### src/rtl/count_enable_ctrl.sv
// Enable generator for the 4-bit up counter: debounces run/stop and single-step
// buttons and emits one-cycle enable pulses at a programmable rate or per step.
module count_enable_ctrl #(
  parameter int unsigned DEBOUNCE_CYCLES = 4,
  parameter int unsigned PRESCALE        = 10
) (
  input  logic clk,
  input  logic reset,
  input  logic btn_run,
  input  logic btn_step,
  output logic enable,
  output logic running
);

  localparam int unsigned CW = $clog2(DEBOUNCE_CYCLES) + 1;
  localparam int unsigned PW = $clog2(PRESCALE) + 1;
  localparam logic [CW-1:0] DB_LAST = CW'(DEBOUNCE_CYCLES - 1);
  localparam logic [PW-1:0] PS_LAST = PW'(PRESCALE - 1);

  typedef enum logic {
    STOPPED,
    RUNNING
  } state_e;

  // Bit 0 carries the run/stop button, bit 1 the single-step button.
  logic [1:0]         raw;
  logic [1:0]         sync1_q, sync1_d;
  logic [1:0]         sync2_q, sync2_d;
  logic [1:0]         db_q, db_d;
  logic [1:0]         db_dly_q, db_dly_d;
  logic [1:0][CW-1:0] cnt_q, cnt_d;
  logic [1:0]         press;

  state_e             state_q, state_d;
  logic [PW-1:0]      presc_q, presc_d;
  logic               enable_q, enable_d;
  logic               running_q, running_d;

  assign raw   = {btn_step, btn_run};
  assign press = db_q & ~db_dly_q;

  always_comb begin
    sync1_d  = raw;
    sync2_d  = sync1_q;
    db_dly_d = db_q;
    db_d     = db_q;
    cnt_d    = '0;
    for (int unsigned i = 0; i < 2; i++) begin
      // The level only flips after DEBOUNCE_CYCLES consecutive disagreeing samples.
      if (sync2_q[i] != db_q[i]) begin
        if (cnt_q[i] == DB_LAST) begin
          db_d[i] = sync2_q[i];
        end else begin
          cnt_d[i] = cnt_q[i] + CW'(1);
        end
      end
    end
  end

  always_comb begin
    state_d  = state_q;
    presc_d  = presc_q;
    enable_d = 1'b0;
    case (state_q)
      STOPPED: begin
        // A run press takes priority over a simultaneous step press.
        if (press[0]) begin
          state_d = RUNNING;
          presc_d = '0;
        end else if (press[1]) begin
          enable_d = 1'b1;
        end
      end
      RUNNING: begin
        if (press[0]) begin
          state_d = STOPPED;
          presc_d = '0;
        end else if (presc_q == PS_LAST) begin
          presc_d  = '0;
          enable_d = 1'b1;
        end else begin
          presc_d = presc_q + PW'(1);
        end
      end
    endcase
    running_d = (state_d == RUNNING);
  end

  always_ff @(posedge clk) begin
    if (reset) begin
      sync1_q   <= '0;
      sync2_q   <= '0;
      db_q      <= '0;
      db_dly_q  <= '0;
      cnt_q     <= '0;
      state_q   <= STOPPED;
      presc_q   <= '0;
      enable_q  <= 1'b0;
      running_q <= 1'b0;
    end else begin
      sync1_q   <= sync1_d;
      sync2_q   <= sync2_d;
      db_q      <= db_d;
      db_dly_q  <= db_dly_d;
      cnt_q     <= cnt_d;
      state_q   <= state_d;
      presc_q   <= presc_d;
      enable_q  <= enable_d;
      running_q <= running_d;
    end
  end

  assign enable  = enable_q;
  assign running = running_q;

endmodule
### config.mk
export PLATFORM = sky130hd
export DESIGN_NAME = count_enable_ctrl
export DESIGN_NICKNAME = d
export VERILOG_FILES = /design/src/rtl/count_enable_ctrl.sv
export SDC_FILE = /design/constraint.sdc
export NUM_CORES = 1
export LEC_CHECK = 0
export ABC_AREA = 1
export ABC_CLOCK_PERIOD_IN_PS = 1460
export CORE_MARGIN = 2
export CORE_UTILIZATION = 54
export CTS_CLUSTER_SIZE = 28
export DETAILED_ROUTE_END_ITERATION = 10
export PLACE_DENSITY = 0.74
export SLEW_MARGIN = 5
export SYNTH_ARGS = -nofsm -noshare
export SYNTH_HDL_FRONTEND = slang
export SYNTH_SLANG_ARGS = --single-unit
### constraint.sdc
create_clock -name clk -period 1.46 [get_ports clk]
set_input_delay 0.146 -clock clk [delete_from_list [all_inputs] [get_ports clk]]
set_output_delay 0.146 -clock clk [all_outputs]
set_load 0.05 [all_outputs]
# [Yosys cells after proc, flatten, opt, wreduce, memory -nomap -nowiden]
# Index checks and enable logic that the tools add are counted.
[op_classes] reduce_logical=4 n_eq_ne=6 add_sub_neg=3 n_mux=12 n_bitwise=5
[op_table] op="5-bit two-way mux" n=3
[op_table] op="5-bit case mux with 2 select lines" n=1
[op_table] op="3-bit by 1-bit adder with 3-bit output (second input constant)" n=2
[op_table] op="3-bit by 2-bit equality test with 1-bit output (second input constant)" n=2
[op_table] op="1-bit two-way mux" n=6
[op_table] op="3-bit OR reduction" n=2
[op_table] op="5-bit by 1-bit adder with 5-bit output (second input constant)" n=1
[op_table] op="5-bit by 4-bit equality test with 1-bit output (second input constant)" n=1
[op_table] op="1-bit case mux with 2 select lines" n=2
[op_table] op="2-bit AND reduction" n=2
[op_table] op="1-bit inverter" n=3
[op_table] op="2-bit bitwise AND" n=1
[op_table] op="1-bit != test" n=2
[op_table] op="2-bit != test (second input constant)" n=1
[op_table] op="2-bit inverter" n=1
[totals] output_inout_bits=2 word_cells=40 in_bits=4 ff_bits=21

# [Logic depth before layout (Yosys ltp)]
# Gate-level depths: netlist of run 1.
[logic_depth] word_depth=5 mapped_depth=8 ltp_nobuf=8

# [Worst setup path before layout of run 1]
# OpenSTA, ideal clock, no wires.
[synth_timing] path_kind="register to register" from="register running (netlist name)" to="register presc_q[3]" t_arrival_ns=1.444 stages_incl_launch_ff=8 setup_time_ns=0.064 slack_ns=-0.048 n_path_buf=0 period_less_slack_ns=1.508 required_time_ns=1.396 path_cell_list="dfxtp_1 inv_1 ha_1 inv_2 nand2_1 o21bai_1 nand3_1 nor2_1"
[synth_rtl] element="to (signal assigned)" line="107" source="presc_q <= presc_d;"
[synth_rtl] element="to (decl)" line="35" source="logic [PW-1:0] presc_q, presc_d;"

# [Worst setup path after layout of run 1]
[layout_timing] from="register db_q[0], in the netlist db_dly_d[0]" to="register presc_q[3]"
[layout_between] elab_chain_cells=3 word_cells_on_any_way=4 classes_between="1 x eq/ne; 2 x mux; 1 x bitwise"
[layout_rtl] element="from (decl)" line="29" source="logic [1:0] db_q, db_d;"
[layout_rtl] element="from (signal assigned)" line="93" source="db_q <= '0;"
[layout_rtl] element="from (signal assigned)" line="103" source="db_q <= db_d;"
[layout_rtl] element="2-bit bitwise AND (*)" line="40" source="assign press = db_q & ~db_dly_q;"
[layout_rtl] element="5-bit two-way mux" line="75" source="if (press[0]) begin"
[layout_rtl] element="5-bit case mux with 2 select lines" line="64" source="case (state_q)"
# Mark *: on every way between the ends. The rest lies on a longest branch, timed or not.
# A chain may end at the register's enable or synchronous reset.

==> results of run 1 <==
[flip-flops by register name, indices dropped and copies added (netlist names)]
| signal | cells |
|---|---|
| cnt_q | 6 |
| db_dly_d | 2 |
| db_dly_q | 2 |
| enable | 1 |
| presc_q | 5 |
| running | 1 |
| sync1_q | 2 |
| sync2_q | 2 |
[worst max-delay path, stage by stage (launching register included)]
cell,delay [ps]
dfxtp_1,400
nand2_1,90
ha_1,280
inv_2,100
nand2_1,70
o21bai_1,140
nand3_1,80
nor2_1,80
[report_power, final]
part / internal, mW / total [mW] / leakage (nW) / switching [mW]
Sequential: 0.580 / 0.583 / 0.171 / 0.00331
Combinational: 0.0143 / 0.0296 / 0.240 / 0.0153
Clock: 0.107 / 0.273 / 0.0150 / 0.167
Total: 0.700 / 0.886 / 0.425 / 0.185
[layer usage]
metal / track usage / share of wire
met1: 0.186 / 0.41
met2: 0.303 / 0.51
met3: 0.0250 / 0.051
met4: 0.127 / 0.030
met5: 0 / 0
[stage by stage]
stage / instances / util
6_report: 132 / 0.638
3_5_place_dp: 128 / 0.620
5_1_grt: 132 / 0.638
4_1_cts: 132 / 0.638
3_3_place_gp: 128 / 0.620
2_1_floorplan: 107 / -
[Yosys cell counts]
cell,count,area share
o211ai_1,2,0.018
nand3_1,7,0.041
nand2_1,10,0.044
inv_1,23,0.10
o21bai_1,2,0.018
buf_4,1,0.0088
a21oi_2,2,0.020
ha_1,7,0.10
nor2_1,20,0.088
inv_2,1,0.0044
a21oi_1,6,0.035
nor2_2,1,0.0073
o21ai_1,1,0.0058
o21ai_0,3,0.018
dfxtp_1,21,0.49
[cells by family after synthesis]
group | synth area share
flip-flops | 0.491
adder cells (fa/ha/maj) | 0.102
buffers and inverters | 0.114
AO/OA/AOI/OAI | 0.114
AND/OR/NAND/NOR | 0.180
[placed cells by master (no fill, tap or decap)]
master	count
o21bai_1	2
inv_1	23
o21ai_1	1
o21ai_0	3
dfxtp_2	1
clkbuf_1	1
nor2_1	20
clkbuf_4	3
o211ai_1	2
nand2_1	10
dfxtp_1	20
a21oi_2	2
ha_1	7
a21oi_1	6
buf_4	3
inv_2	1
nand3_1	7
clkdlybuf4s50_1	3
nor2_2	1
[area by class of cell]
type,count,area [µm²],area share
timing repair buffer,6,52.6,0.0553
clock buffer,4,26.3,0.0277
tap,16,20.0,0.0211
multi-input combinational,61,339,0.357
sequential,21,422,0.444
inverter,24,90.1,0.0949
[worst max-delay path by stage]
| stage | from | endpoint | slack (ps) |
|---|---|---|---|
| floorplan | running | presc_q[3] | 140 |
| CTS | db_dly_d[0] | presc_q[3] | 170 |
| finish | db_dly_d[0] | presc_q[3] | 160 |
| global placement | reset | presc_q[0] | 200 |
| detailed placement | reset | presc_q[0] | 170 |
| global route | db_dly_d[0] | presc_q[4] | 30 |
==> key figures, run 1 <==
Die
  – Core area: ~1500 µm²
  – Starting Density: 0.576
  – Die Footprint: between 1500 and 2000 µm²
  – # rows: 14
  – I/O Pins: 6
  – Die height: roughly 44 µm
  – Die Width: between 40 and 50 µm

STA
  – Period utilization: 0.893
  – Final setup fails: 0
  – Post-route minimum period: 1300 ps
  – Fin Clk Skew: 5.42 ps
  – Worst-margin pin slew: slightly below 300 ps
  – Max_slew headroom: 0.801
  – Setup ws final: between 150 and 200 ps
  – Fmax: 767 MHz
  – RSZ-0062 raised after global routing: no
  – Final Max Slew Viols: 0
  – Setup TNS: 0 ps
  – Final Hold Viols: 0
  – Hold_ws: 346 ps

Detailed routing
  – Final ANT Viol Nets: 0
  – Vias per cell: 5.27
  – Final WL: 1380 µm
  – Total number of vias: slightly below 700
  – DRC viols: 0
  – Detailed Routing Iterations Pass 1: 4
  – DR WL/cell: about 10 µm
  – DRT iter0 DRCs: 22

Placed design
  – Dpl ws: roughly 170 ps
  – GPL Wtd Cong: 0.889
  – Post-DP Area: 923 µm²
  – Post-DP HPWL: between 1000 and 1500 µm
  – Port bufs: 5

Global routing
  – Wire length of the first global-routing pass: about 2500 µm
  – Initial antenna violation count: 0
  – Total GRT Usage: 0.173
  – Gr ovfl total: 0
  – Vias in the first global route: 683
  – Largest net degree at the start of global routing: 12

Cells and area
  – Fillers: 133
  – # diodes: 0
  – Layout cells sized above 1: 0.0948
  – Post-route cell area: ~950 µm²
  – Nets@finish: roughly 130
  – P&R area growth vs syn: 10.8%

Synth
  – Synthesized instance count: around 110
  – Register area share after synthesis: 0.491
  – FF+latch count, synth: 21
  – Distinct cell type count after synthesis: 15
  – Ys Warns: 0
  – Syn_area_per_cell: around 8.0 µm²
  – Mapped Nets: roughly 120
  – Syn Std Cell Area: approximately 860 µm²

Min path
  – Hold EP: sync1_q[1]
  – Hold Crit Class: primary input to flip-flop
  – Hold_sp: btn_step
  – Worst Hold Depth: 3

CTS
  – TritonCTS clock tree: built
  – Clk root buf: clkbuf_4
  – Post_cts resized: 0
  – Post-CTS Setup Inserts: 0
  – Clk slew on worst S/H paths: 110 ps
  – CTS max path bufs: 2
  – TritonCTS Buffers: 3
  – Worst-Skew Late Latency: 300 ps
  – Clk sink count: 21
  – H-tree depth: 1
  – Hold_buf cts: 0

Critical path
  – RR Endpoint: presc_q[3]
  – Endpoint class of the critical path: flip-flop
  – Reg2reg start: db_dly_d[0]
  – Crit Path Category: flip-flop to flip-flop
  – Worst R2R Setup Slack: around 160 ps
  – Crit path required time: between 1500 and 2000 ps
  – CP arrival: between 1500 and 2000 ps
  – Crit path max fanout: 6
  – CP Launch Type: flip-flop
  – Reg2reg path depth: 7

Pwr
  – Cell area power density: slightly above 900 nW/µm²
  – Pleak: about 0.43 nW
  – Design Power: between 800 and 900 µW
  – Worst ir drop on vdd: roughly 0.7 mV

Status
  – Status: finished clean

Flow run
  – Max-cap violations: 0
Note: power is estimated with default switching activity, not from simulation.
==> inputs of run 2 (changes only) <==
- CAP_MARGIN: not set -> 10
==> results of run 2 <==
Same layout as run 1: the final DEF is identical, and so are final timing and power.
==> inputs of run 3 (changes only) <==
- REMOVE_ABC_BUFFERS: not set -> 1
==> key figures, run 3 (same netlist as run 1, synthesis figures left out) <==
Global routing
  – Gr ovfl total: 0 (unchanged)
  – Wire length of the first global-routing pass: 2180 µm (was 2460 µm)
  – Largest net degree at the start of global routing: 13 (was 12)
  – Initial antenna violation count: 0 (unchanged)
  – Total GRT Usage: 0.154 (was 0.173)
  – Vias in the first global route: 570 (was 683)

Pwr
  – Cell area power density: 918 nW/µm² (was 933 nW/µm²)
  – Design Power: 873 µW (was 886 µW)
  – Net Switching: 177 µW (was 185 µW)
  – Worst ir drop on vdd: 0.717 mV (was 0.699 mV)
  – Flop pwr share: 0.667 (was 0.658)
  – Comb pwr share: 0.033 (about the same)
  – Sw frac: 0.203 (was 0.209)
  – Pleak: 0.428 nW (was 0.425 nW)
  – Internal power: 696 µW (was 700 µW)
  – Power share of the clock group: 0.299 (was 0.309)

Cells and area
  – Nets@finish: 128 (unchanged)
  – Most flop-heavy register: cnt_q (unchanged)
  – Area of the multi-input gates: 339 µm² (unchanged)
  – Layout cells sized above 1: 0.103 (was 0.0948)
  – Post-Route Utilization: 0.639 (was 0.638)
  – # diodes: 0 (unchanged)
  – Commonest non-fill, non-tap cell in the layout: inv_1 (unchanged)
  – Largest regs: cnt_q x6, presc_q x5 (unchanged)
  – Post-route insts no fill: 132 (unchanged)
  – Register area: 422 µm² (unchanged)
  – Max reg flops: 6 (unchanged)
  – Fillers: 133 (unchanged)
  – P&R area growth vs syn: 10.9% (was 10.8%)
  – Commonest non-fill, non-tap cells in the layout: inv_1, nor2_1, dfxtp_1 (unchanged)

STA
  – Final Hold Viols: 0 (unchanged)
  – Fmax: 801 MHz (was 767 MHz)
  – Period utilization: 0.855 (was 0.893)
  – Final setup fails: 0 (unchanged)
  – Final Max Slew Viols: 0 (unchanged)
  – Setup TNS: 0 ps (unchanged)
  – Post-route minimum period: 1250 ps (was 1300 ps)
  – Worst-margin pin slew: 270 ps (was 297 ps)
  – Fin Clk Skew: 2.32 ps (was 5.42 ps)
  – Hold_ws: 355 ps (was 346 ps)
  – Max_slew headroom: 0.819 (was 0.801)
  – RSZ-0062 raised after global routing: no (unchanged)

Critical path
  – Reg2reg start: db_dly_d[0] (unchanged)
  – Endpoint class of the critical path: flip-flop (unchanged)
  – Reg2reg path depth: 7 (unchanged)
  – Crit-path max cell delay: 380 ps (was 400 ps)
  – Crit Path Category: flip-flop to flip-flop (unchanged)
  – RR Endpoint: presc_q[3] (unchanged)
  – CP arrival: 1490 ps (was 1550 ps)
  – Crit path required time: 1700 ps (was 1710 ps)
  – Worst R2R Setup Slack: 210 ps (was 160 ps)
  – Slowest stage cell, crit path: dfxtp_2 (was dfxtp_1)
  – Crit path max fanout: 6 (unchanged)
  – Most used cell, CP: nand2_1 (unchanged)
  – Crit path cell chain: nand2_1 -> ha_1 -> inv_2 -> nand2_1 -> o21bai_1 -> nand3_1 -> nor2_1 (unchanged)
  – CP Launch Type: flip-flop (unchanged)

Detailed routing
  – Detailed Routing Iterations Pass 1: 4 (unchanged)
  – Final WL: 1200 µm (was 1380 µm)
  – DRT iter0 DRCs: 12 (was 22)
  – DR WL/cell: 9.08 µm (was 10.5 µm)
  – Final ANT Viol Nets: 0 (unchanged)
  – DRC viols: 0 (unchanged)
  – Total number of vias: 652 (was 696)
  – Vias per cell: 4.94 (was 5.27)

Die
  – Die height: 43.8 µm (unchanged)
  – # rows: 14 (unchanged)
  – Die Width: 43.8 µm (unchanged)
  – I/O Pins: 6 (unchanged)
  – Core area: 1490 µm² (unchanged)
  – Starting Density: 0.576 (unchanged)
  – Die Footprint: 1920 µm² (unchanged)

CTS
  – Clk sink count: 21 (unchanged)
  – CTS max path bufs: 2 (unchanged)
  – Clk root buf: clkbuf_4 (unchanged)
  – TritonCTS clock tree: built (unchanged)
  – Clk slew on worst S/H paths: 110 ps (about the same)
  – H-tree depth: 1 (unchanged)
  – TritonCTS Buffers: 3 (unchanged)
  – Worst-Skew Late Latency: 290 ps (was 300 ps)

Min path
  – Hold_sp: btn_run (was btn_step)
  – Hold EP: sync1_q[0] (was sync1_q[1])
  – Hold Crit Class: primary input to flip-flop (unchanged)
  – Worst Hold Depth: 3 (unchanged)

Placed design
  – Port bufs: 5 (unchanged)
  – Placed insts: 128 (unchanged)
  – GPL Wtd Cong: 0.768 (was 0.889)
  – Post-DP HPWL: 937 µm (was 1060 µm)

Flow run
  – Max-cap violations: 0 (unchanged)

Status
  – Status: finished clean (unchanged)
-- run 3: metrics by stage --
| stage | cell area (µm²) | setup WS, ps |
|---|---|---|
| 5_1_grt | 951 | 49.0 |
| 4_1_cts | 950 | 145 |
| 3_5_place_dp | 922 | 168 |
| 6_report | 951 | 212 |
| 2_1_floorplan | 850 | -48.0 |
| 3_3_place_gp | 922 | 207 |
-- run 3: per-layer routing --
layer | global-route usage | vias up | part of all wire
met3 | 0.0250 | 4 | 0.028
met1 | 0.192 | 291 | 0.46
li1 | - | 349 | -
met4 | 0.0970 | 0 | 0.018
met5 | 0 | - | 0
met2 | 0.244 | 8 | 0.49
-- run 3: final cells by class --
type / instances / share of cell area
clock buffer: 3 / 0.0237
clock inverter: 1 / 0.00526
inverter: 24 / 0.0947
multi-input combinational: 61 / 0.357
sequential: 21 / 0.443
tap: 16 / 0.0211
timing repair buffer: 6 / 0.0553
-- run 3: timing repair --
action	in CTS	in global routing
setup endpoints to repair	0	1
hold buffers	0	0
gates resized for setup	0	1
buffers inserted	0	0
-- run 3: worst max-delay path by stage --
| stage | start | end | cells after the start |
|---|---|---|---|
| 2_1_floorplan | running | presc_q[3] | 7 |
| 3_3_place_gp | reset | presc_q[0] | 4 |
| 3_5_place_dp | db_dly_d[0] | presc_q[3] | 7 |
| 4_1_cts | db_dly_d[0] | presc_q[3] | 7 |
| 5_1_grt | db_dly_d[0] | presc_q[3] | 7 |
| 6_report | db_dly_d[0] | presc_q[3] | 7 |
-- run 3: worst max-delay path: cells and delay by family, from the launching register on --
family,cells,cell delay (ps)
and+or+nand+nor,4,320
DFF,1,380
adders and majority gates,1,270
buffers and inverters,1,100
AOI/OAI and AO/OA,1,120
-- run 3: power groups by stage --
stage,logic (mW),clock network (mW),registers [mW]
2_1_floorplan,0.0126,0,0.595
3_3_place_gp,0.0284,0,0.595
3_5_place_dp,0.0292,0,0.596
4_1_cts,0.0294,0.280,0.583
5_1_grt,0.0333,0.296,0.584
6_report,0.0288,0.261,0.583
